File: config.mk
export PLATFORM = sky130hd
export DESIGN_NAME = sr_latch_driver
export DESIGN_NICKNAME = d
export VERILOG_FILES = /design/src/rtl/sr_latch_driver.sv
export SDC_FILE = /design/constraint.sdc
export NUM_CORES = 1
export LEC_CHECK = 0
export CORE_MARGIN = 3
export CORE_UTILIZATION = 40
export DETAILED_ROUTE_END_ITERATION = 12
export GPL_TIMING_DRIVEN = 0
export HOLD_SLACK_MARGIN = 0.15
export MAX_ROUTING_LAYER = met4
export PLACE_DENSITY = 0.64
export SLEW_MARGIN = 20
export SYNTH_ARGS = -nofsm -noshare
export SYNTH_HDL_FRONTEND = slang
export SYNTH_SLANG_ARGS = --single-unit
File: constraint.sdc
create_clock -name clk -period 1.7 [get_ports clk]
set_clock_uncertainty 0.05 [all_clocks]
set_input_delay 0.34 -clock clk [delete_from_list [all_inputs] [get_ports clk]]
set_output_delay 0.34 -clock clk [all_outputs]
set_load 0.01 [all_outputs]
File: src/rtl/sr_latch_driver.sv
// sr_latch_driver: sequences S/R/E for a gated SR latch from one-cycle
// set/clear requests. Each transaction is SETUP (S/R stable, E low),
// PULSE (E high), HOLD (S/R stable, E low), DONE (everything low, done
// pulse) and then back to IDLE.
//
// Build option: define SR_DRV_VERIFY_EN to compare the fed-back latch Q
// against the requested value on the last HOLD cycle. A mismatch is
// flagged on err together with done. Without it, q_in is ignored and
// err stays 0.
module sr_latch_driver #(
    parameter int SETUP_CYC = 1,
    parameter int PULSE_CYC = 2,
    parameter int HOLD_CYC  = 1,
    parameter int CNT_W     = 4
) (
    input  logic clk,
    input  logic rst,
    input  logic set_req,
    input  logic clr_req,
    input  logic q_in,
    output logic req_ready,
    output logic S,
    output logic R,
    output logic E,
    output logic done,
    output logic ill_req,
    output logic err
);

    typedef enum logic [2:0] {
        ST_IDLE,
        ST_SETUP,
        ST_PULSE,
        ST_HOLD,
        ST_DONE
    } state_t;

    // Terminal count for each timed phase. The counter restarts at 0 on
    // every state change, so a phase ends when it reaches PARAM-1.
    localparam logic [CNT_W-1:0] SETUP_LAST = CNT_W'(SETUP_CYC - 1);
    localparam logic [CNT_W-1:0] PULSE_LAST = CNT_W'(PULSE_CYC - 1);
    localparam logic [CNT_W-1:0] HOLD_LAST  = CNT_W'(HOLD_CYC - 1);

    state_t           state_q, state_d;
    logic [CNT_W-1:0] cnt_q, cnt_d;
    logic             dir_q, dir_d;
    logic             s_q, s_d;
    logic             r_q, r_d;
    logic             e_q, e_d;
    logic             done_q, done_d;
    logic             ill_q, ill_d;
    logic             err_q, err_d;
    logic             q_mismatch;

`ifdef SR_DRV_VERIFY_EN
    // Latch did not end up where this transaction drove it.
    assign q_mismatch = q_in ^ dir_q;
`else
    // Readback disabled: q_in is intentionally left unused.
    logic unused_q_in;
    assign unused_q_in = q_in;
    assign q_mismatch  = 1'b0;
`endif

    // Next-state and registered-output logic for the phase sequencer.
    always_comb begin
        state_d = state_q;
        dir_d   = dir_q;
        s_d     = s_q;
        r_d     = r_q;
        e_d     = e_q;
        done_d  = 1'b0;
        ill_d   = 1'b0;
        err_d   = 1'b0;

        case (state_q)
            ST_IDLE: begin
                if (set_req && clr_req) begin
                    // Contradictory request: flag it and never start.
                    ill_d = 1'b1;
                end else if (set_req) begin
                    state_d = ST_SETUP;
                    dir_d   = 1'b1;
                    s_d     = 1'b1;
                    r_d     = 1'b0;
                    e_d     = 1'b0;
                end else if (clr_req) begin
                    state_d = ST_SETUP;
                    dir_d   = 1'b0;
                    s_d     = 1'b0;
                    r_d     = 1'b1;
                    e_d     = 1'b0;
                end
            end
            ST_SETUP: begin
                if (cnt_q == SETUP_LAST) begin
                    state_d = ST_PULSE;
                    e_d     = 1'b1;
                end
            end
            ST_PULSE: begin
                if (cnt_q == PULSE_LAST) begin
                    state_d = ST_HOLD;
                    e_d     = 1'b0;
                end
            end
            ST_HOLD: begin
                // S/R drop only here, when E has already been low for HOLD.
                if (cnt_q == HOLD_LAST) begin
                    state_d = ST_DONE;
                    s_d     = 1'b0;
                    r_d     = 1'b0;
                    done_d  = 1'b1;
                    err_d   = q_mismatch;
                end
            end
            ST_DONE: begin
                state_d = ST_IDLE;
            end
            default: begin
                state_d = ST_IDLE;
                s_d     = 1'b0;
                r_d     = 1'b0;
                e_d     = 1'b0;
            end
        endcase

        // Counter only runs inside timed phases and restarts on any change.
        if ((state_d != state_q) || (state_q == ST_IDLE) || (state_q == ST_DONE)) begin
            cnt_d = '0;
        end else begin
            cnt_d = cnt_q + CNT_W'(1);
        end
    end

    // State and output registers; reset clears outputs without a clock.
    always_ff @(posedge clk or posedge rst) begin
        if (rst) begin
            state_q <= ST_IDLE;
            cnt_q   <= '0;
            dir_q   <= 1'b0;
            s_q     <= 1'b0;
            r_q     <= 1'b0;
            e_q     <= 1'b0;
            done_q  <= 1'b0;
            ill_q   <= 1'b0;
            err_q   <= 1'b0;
        end else begin
            state_q <= state_d;
            cnt_q   <= cnt_d;
            dir_q   <= dir_d;
            s_q     <= s_d;
            r_q     <= r_d;
            e_q     <= e_d;
            done_q  <= done_d;
            ill_q   <= ill_d;
            err_q   <= err_d;
        end
    end

    assign req_ready = (state_q == ST_IDLE);
    assign S         = s_q;
    assign R         = r_q;
    assign E         = e_q;
    assign done      = done_q;
    assign ill_req   = ill_q;
    assign err       = err_q;

endmodule

==> results of run 1 <==
-- layer usage --
layer  part of all wire  track usage  up-vias
met2               0.51       0.1978        7
met3              0.033      0.03557        4
met1               0.44       0.1567      218
li1                   -            -      222
met5                  0            -        -
met4              0.014      0.05263        0
-- per-stage QoR --
stage / total power [mW] / TNS (ns) / setup WS [ns] / cells / hold slack (ns)
2_1_floorplan: 0.9339 / 0 / 0.2427 / 60 / 0.1547
3_3_place_gp: 1.132 / -0.2230 / -0.2230 / 84 / 0.4109
3_5_place_dp: 1.154 / -0.2089 / -0.2089 / 84 / 0.4151
4_1_cts: 1.436 / 0 / 0.01714 / 89 / 0.3277
5_1_grt: 1.534 / 0 / 0.001107 / 89 / 0.3551
6_report: 1.412 / 0 / 0.1149 / 89 / 0.3149
-- cells in the mapped netlist, types with 2 or more instances --
cell type / number / area share
nor3_1: 2 / 0.016
inv_1: 5 / 0.030
nand2_1: 4 / 0.024
nor2_1: 8 / 0.048
xor2_1: 2 / 0.028
dfrtp_1: 12 / 0.48
o21ai_0: 2 / 0.016
a21oi_1: 2 / 0.016
xnor2_1: 2 / 0.028
buf_4: 2 / 0.024
ha_1: 3 / 0.060
nor2b_1: 2 / 0.020
-- kinds of logic after synthesis --
kind of cell | Yosys count
adder cells (fa/ha/maj) | 3
AND/OR/NAND/NOR | 22
XOR/XNOR | 4
other | 1
buffers and inverters | 7
flip-flops | 12
multiplexers | 1
AO/OA/AOI/OAI | 10
-- report_power, final --
part           switching, mW  internal (mW)  leakage, nW
Combinational          0.344          0.371        0.199
Sequential            0.0921          0.382        0.157
Clock                 0.0941          0.130       0.0210
Total                  0.530          0.882        0.377
-- area by class of cell --
class	count	share of cell area
Buffer	2	0.01887
Tap cell	15	0.02358
Clock buffer	4	0.04560
Inverter	5	0.02358
Multi-Input combinational cell	41	0.3915
Timing Repair Buffer	10	0.1164
Sequential cell	12	0.3805
-- path summary, 6_finish.rpt --
check	start	to	slack [ns]	cells past startpoint
min in group clk	E$_DFFE_PP0P_	E$_DFFE_PP0P_	0.43	1
worst max register to register	cnt_q[1]$_DFF_PP0_	E$_DFFE_PP0P_	0.11	6
worst min-delay path	rst	done$_DFF_PP0_	0.31	2
worst min register to register	E$_DFFE_PP0P_	E$_DFFE_PP0P_	0.43	1
max in group asynchronous	rst	state_q[2]$_DFF_PP0_	0.95	2
worst max-delay path	cnt_q[1]$_DFF_PP0_	E$_DFFE_PP0P_	0.11	6
-- flip-flops by register name (all words and copies together), names as in the netlist --
| signal | cells |
|---|---|
| cnt_q | 4 |
| state_q | 3 |
| E | 1 |
| R | 1 |
| S | 1 |
| done | 1 |
| ill_req | 1 |
-- layout by cell type, fill, tap and decap left out, types with 2 or more instances in the layout --
cell type | Yosys | final
dfrtp_2 | 0 | 2
ha_1 | 3 | 3
nor2b_1 | 2 | 2
o21ai_0 | 2 | 2
dfrtp_1 | 12 | 10
xnor2_1 | 2 | 2
buf_4 | 2 | 3
inv_1 | 5 | 5
clkbuf_4 | 0 | 3
xor2_1 | 2 | 2
a21oi_1 | 2 | 2
nor3b_2 | 1 | 2
nor2_1 | 8 | 8
nand2_1 | 4 | 4
clkdlybuf4s50_1 | 0 | 8
-- what timing repair did --
action,4_1_cts,5_1_grt
resized for setup,7,2
buffers inserted,1,0
endpoints found under the setup margin,1,2
pin swaps,1,0
==> impl_metrics.json, run 1 <==
{
  "outcome": "finished clean",
  "synth.area.mux_share": 0.01590,
  "clock_path_buffers": 2,
  "numCtsBuffers": 3,
  "die_h_um": 45.67,
  "yosysWarnings": 0,
  "synth_compound_area_frac": 0.1392,
  "start_util": 0.4552,
  "clockRootBuffer": "clkbuf_4",
  "ys_ff_latch": 12,
  "grt_pass1_wl_um": 1842,
  "cp-start-kind": "flip-flop",
  "vias": 451,
  "critPathRequiredTime_ns": 1.82,
  "ant_nets": 0,
  "clock_latency_ns": 0.27,
  "clkTransAtPathRegs_ns": 0.08,
  "maxSlewViolCount": 0,
  "rsz0062_at_grt": "false",
  "multi_input_area_um2": 311.5,
  "io_buffers": 9,
  "cp_slowest_stage_delay_ns": 0.40,
  "fmax_ghz": 0.6309,
  "drive_gt1_frac": 0.2432,
  "grt_pass1_vias": 446,
  "cp_top_family": "compound AO/OA/AOI/OAI gates",
  "firstDrtPassIters": 4,
  "htree_levels": 1,
  "setup_violations": 0,
  "ys_seq_area_frac": 0.4771,
  "post_drt_wl_per_cell_um": 12.17,
  "synth-simple-area-share": 0.1928,
  "core_region_area_um2": 1383,
  "ir_drop_mv": 1.015,
  "synthFlopType": "dfrtp_1",
  "synth_fa_ha_area_frac": 0.05964,
  "track_usage": 0.1283,
  "antenna_found_initial": 0,
  "dr.first_iter.drc_count": 3,
  "synthXorXnorAreaFrac": 0.05567,
  "cts_sinks": 12,
  "cts_tree": "built",
  "num_antenna_cells": 0,
  "synth_cells": 60,
  "crit_arrival_ns": 1.70,
  "grt_max_degree": 13,
  "placement.cell_area_um2": 738.2,
  "p_per_area_nw_per_um2": 1775,
  "postLayoutCellArea_um2": 795.8,
  "synth_top_family_by_area": "simple AND/OR/NAND/NOR gates",
  "area_delta_synth_final_pct": 26.44,
  "syn_nets": 68,
  "finalWirelength_um": 1083,
  "cts_hold_buffers": 0,
  "dieArea_um2": 2085,
  "crit_slowest_cell": "dfrtp_1",
  "criticalPathCategory": "reg2reg",
  "gr-total-overflow": 0,
  "die_w_um": 45.67,
  "critPathMaxFanout": 5,
  "rows": 13,
  "utilization": 0.5756,
  "seq_area_um2": 302.8,
  "drv_cap": 0,
  "min_path_type": "in2async",
  "ios": 12,
  "finalCritPeriodShare": 0.9324,
  "synth_area_um2": 629.4,
  "crit_buf_inv": 1,
  "synth-edff-count": 0,
  "nets": 83,
  "p_leak_nw": 0.3774,
  "period_needed_ns": 1.585,
  "yosysUniqueCellTypes": 26,
  "drc": 0,
  "avgSynthCellArea_um2": 10.49,
  "path_cells": "inv_1, ha_1, nor3b_2, o32a_4, o211ai_2, a21o_1",
  "gp_congestion": 0.7231,
  "fillers": 114,
  "via_per_inst": 5.067,
  "async_reset_ff_frac": 1.000,
  "dp_hpwl_um": 789.2,
  "hold_violations": 0,
  "end_kind": "flip-flop"
}
No activity file was read; power rests on OpenSTA's default activity.
==> run 2: changes to the inputs <==
==> constraint.sdc (replaced) <==
create_clock -name clk -period 1.7 [get_ports clk]
set_clock_uncertainty 0.05 [all_clocks]
set_input_delay 0.51 -clock clk [delete_from_list [all_inputs] [get_ports clk]]
set_output_delay 0.51 -clock clk [all_outputs]
set_load 0.01 [all_outputs]
==> impl_metrics.json, run 2 (synthesis results as in run 1) <==
{
  "outcome": "finished clean",
  "io_buffers": 9,
  "finalWirelength_um": 1141,
  "clock_power_share": 0.153,
  "fin_total_pwr_mw": 1.458,
  "r2r_slack_ns": 0.11,
  "drc": 0,
  "layout_commonest_cell": "dfrtp_1",
  "post_drt_wl_per_cell_um": 12.27,
  "largest_register_ffs": 4,
  "switching_share": 0.3748,
  "numCtsBuffers": 3,
  "cts_sinks": 12,
  "min_path_type": "reg2reg",
  "cp-start-kind": "flip-flop",
  "drv_cap": 0,
  "crit_slowest_cell": "dfrtp_2",
  "utilization": 0.6009,
  "rsz0062_at_grt": "false",
  "postLayoutCellArea_um2": 830.8,
  "hold_violations": 0,
  "dp_slack_ns": -0.3789,
  "holdPathStages": 1,
  "grt_pass1_wl_um": 1842,
  "antenna_found_initial": 0,
  "p_int_mw": 0.9117,
  "clkTransAtPathRegs_ns": 0.08,
  "track_usage": 0.1283,
  "setup_slack_ns": 0.04827,
  "htree_levels": 1,
  "dr.first_iter.drc_count": 5,
  "holdWs_ns": 0.4235,
  "drive_gt1_frac": 0.2821,
  "core_region_area_um2": 1383,
  "vias": 465,
  "criticalPathCategory": "reg2out",
  "power_frac_comb": 0.534,
  "cts_hold_buffers": 0,
  "cp_slowest_stage_delay_ns": 0.45,
  "die_h_um": 45.67,
  "hold_end": "E$_DFFE_PP0P_",
  "p_leak_nw": 0.4433,
  "use_met1": 0.1567,
  "power.switching_mw": 0.5466,
  "r2r-start": "cnt_q[0]$_DFF_PP0_",
  "grt_max_degree": 13,
  "via_per_inst": 5.000,
  "clock_latency_ns": 0.27,
  "ant_nets": 0,
  "firstDrtPassIters": 4,
  "path_cells": "nor3_4, buf_2",
  "start_util": 0.4552,
  "critPathMaxFanout": 5,
  "end_kind": "primary output",
  "num_antenna_cells": 0,
  "dp_hpwl_um": 789.2,
  "gr-max-usage-layer": "met2",
  "placement.cell_area_um2": 738.2,
  "grtUsageMet2": 0.1978,
  "dieArea_um2": 2085,
  "grt.met3_usage": 0.03557,
  "die_w_um": 45.67,
  "area_delta_synth_final_pct": 32.01,
  "r2r_cells": 6,
  "finalCritPeriodShare": 0.9716,
  "clock_path_buffers": 2,
  "nets": 87,
  "maxSlewViolCount": 0,
  "p_per_area_nw_per_um2": 1755,
  "period_needed_ns": 1.652,
  "gr-total-overflow": 0,
  "setup_violations": 0,
  "cts_tree": "built",
  "worstHoldStart": "E$_DFFE_PP0P_",
  "grt_pass1_vias": 441,
  "ios": 12,
  "fmax_ghz": 0.6054,
  "clockRootBuffer": "clkbuf_4",
  "p_seq_frac": 0.313,
  "ir_drop_mv": 1.073,
  "crit_arrival_ns": 1.09,
  "critPathRequiredTime_ns": 1.14,
  "final_cell_mix": "dfrtp_1 (10), nor2_1 (8), buf_4 (6)",
  "rows": 13,
  "timing.rr.end": "E$_DFFE_PP0P_",
  "gp_congestion": 0.7231,
  "regMostFlops": "cnt_q",
  "reg_top3": "cnt_q (4), state_q (3)"
}
==> run 2: layer usage <==
metal / part of all wire / up-vias
li1: - / 231
met1: 0.44 / 223
met2: 0.52 / 7
met3: 0.032 / 4
met4: 0.013 / 0
met5: 0 / -
==> run 2: power by group through the flow <==
stage | registers, mW | clock network (mW) | logic, mW
after CTS | 0.474 | 0.230 | 0.708
after global routing | 0.469 | 0.240 | 0.868
after floorplan | 0.471 | 0 | 0.463
final | 0.457 | 0.222 | 0.779
after detailed placement | 0.464 | 0 | 0.691
after global placement | 0.460 | 0 | 0.672
==> run 2: critical path, delay by kind of cell (launching register included) <==
kind                   cells  cell delay (ns)
buffers and inverters      1             0.16
DFF                        1             0.45
and+or+nand+nor            1             0.21
==> run 2: metrics by stage <==
step / std cells / TNS (ns)
after floorplan: 60 / 0
after global placement: 84 / -0.7536
after detailed placement: 84 / -0.7665
after CTS: 89 / 0
after global routing: 93 / 0
final: 93 / 0
==> run 2: what timing repair did <==
action / in CTS / in global routing
setup endpoints to repair: 4 / 4
pin swaps: 1 / 1
resized for setup: 12 / 3
setup buffers: 1 / 4
==> run 2: final cells by class <==
cell class / instances / area, µm²
buffer: 2 / 18.77
fill: 110 / 551.8
tap: 15 / 18.77
sequential: 12 / 302.8
multi-input combinational: 41 / 311.5
timing repair buffer: 14 / 123.9
clock buffer: 4 / 36.28
inverter: 5 / 18.77
==> run 2: worst max path at each step <==
stage | end | cells past startpoint | slack [ns] | start
floorplan | req_ready | 2 | 0.22 | state_q[0]$_DFF_PP0_
global placement | req_ready | 2 | -0.39 | state_q[2]$_DFF_PP0_
detailed placement | req_ready | 2 | -0.38 | state_q[2]$_DFF_PP0_
CTS | req_ready | 3 | 0.002 | state_q[0]$_DFF_PP0_
global route | E$_DFFE_PP0P_ | 6 | 0.0005 | cnt_q[1]$_DFF_PP0_
finish | req_ready | 2 | 0.05 | state_q[2]$_DFF_PP0_
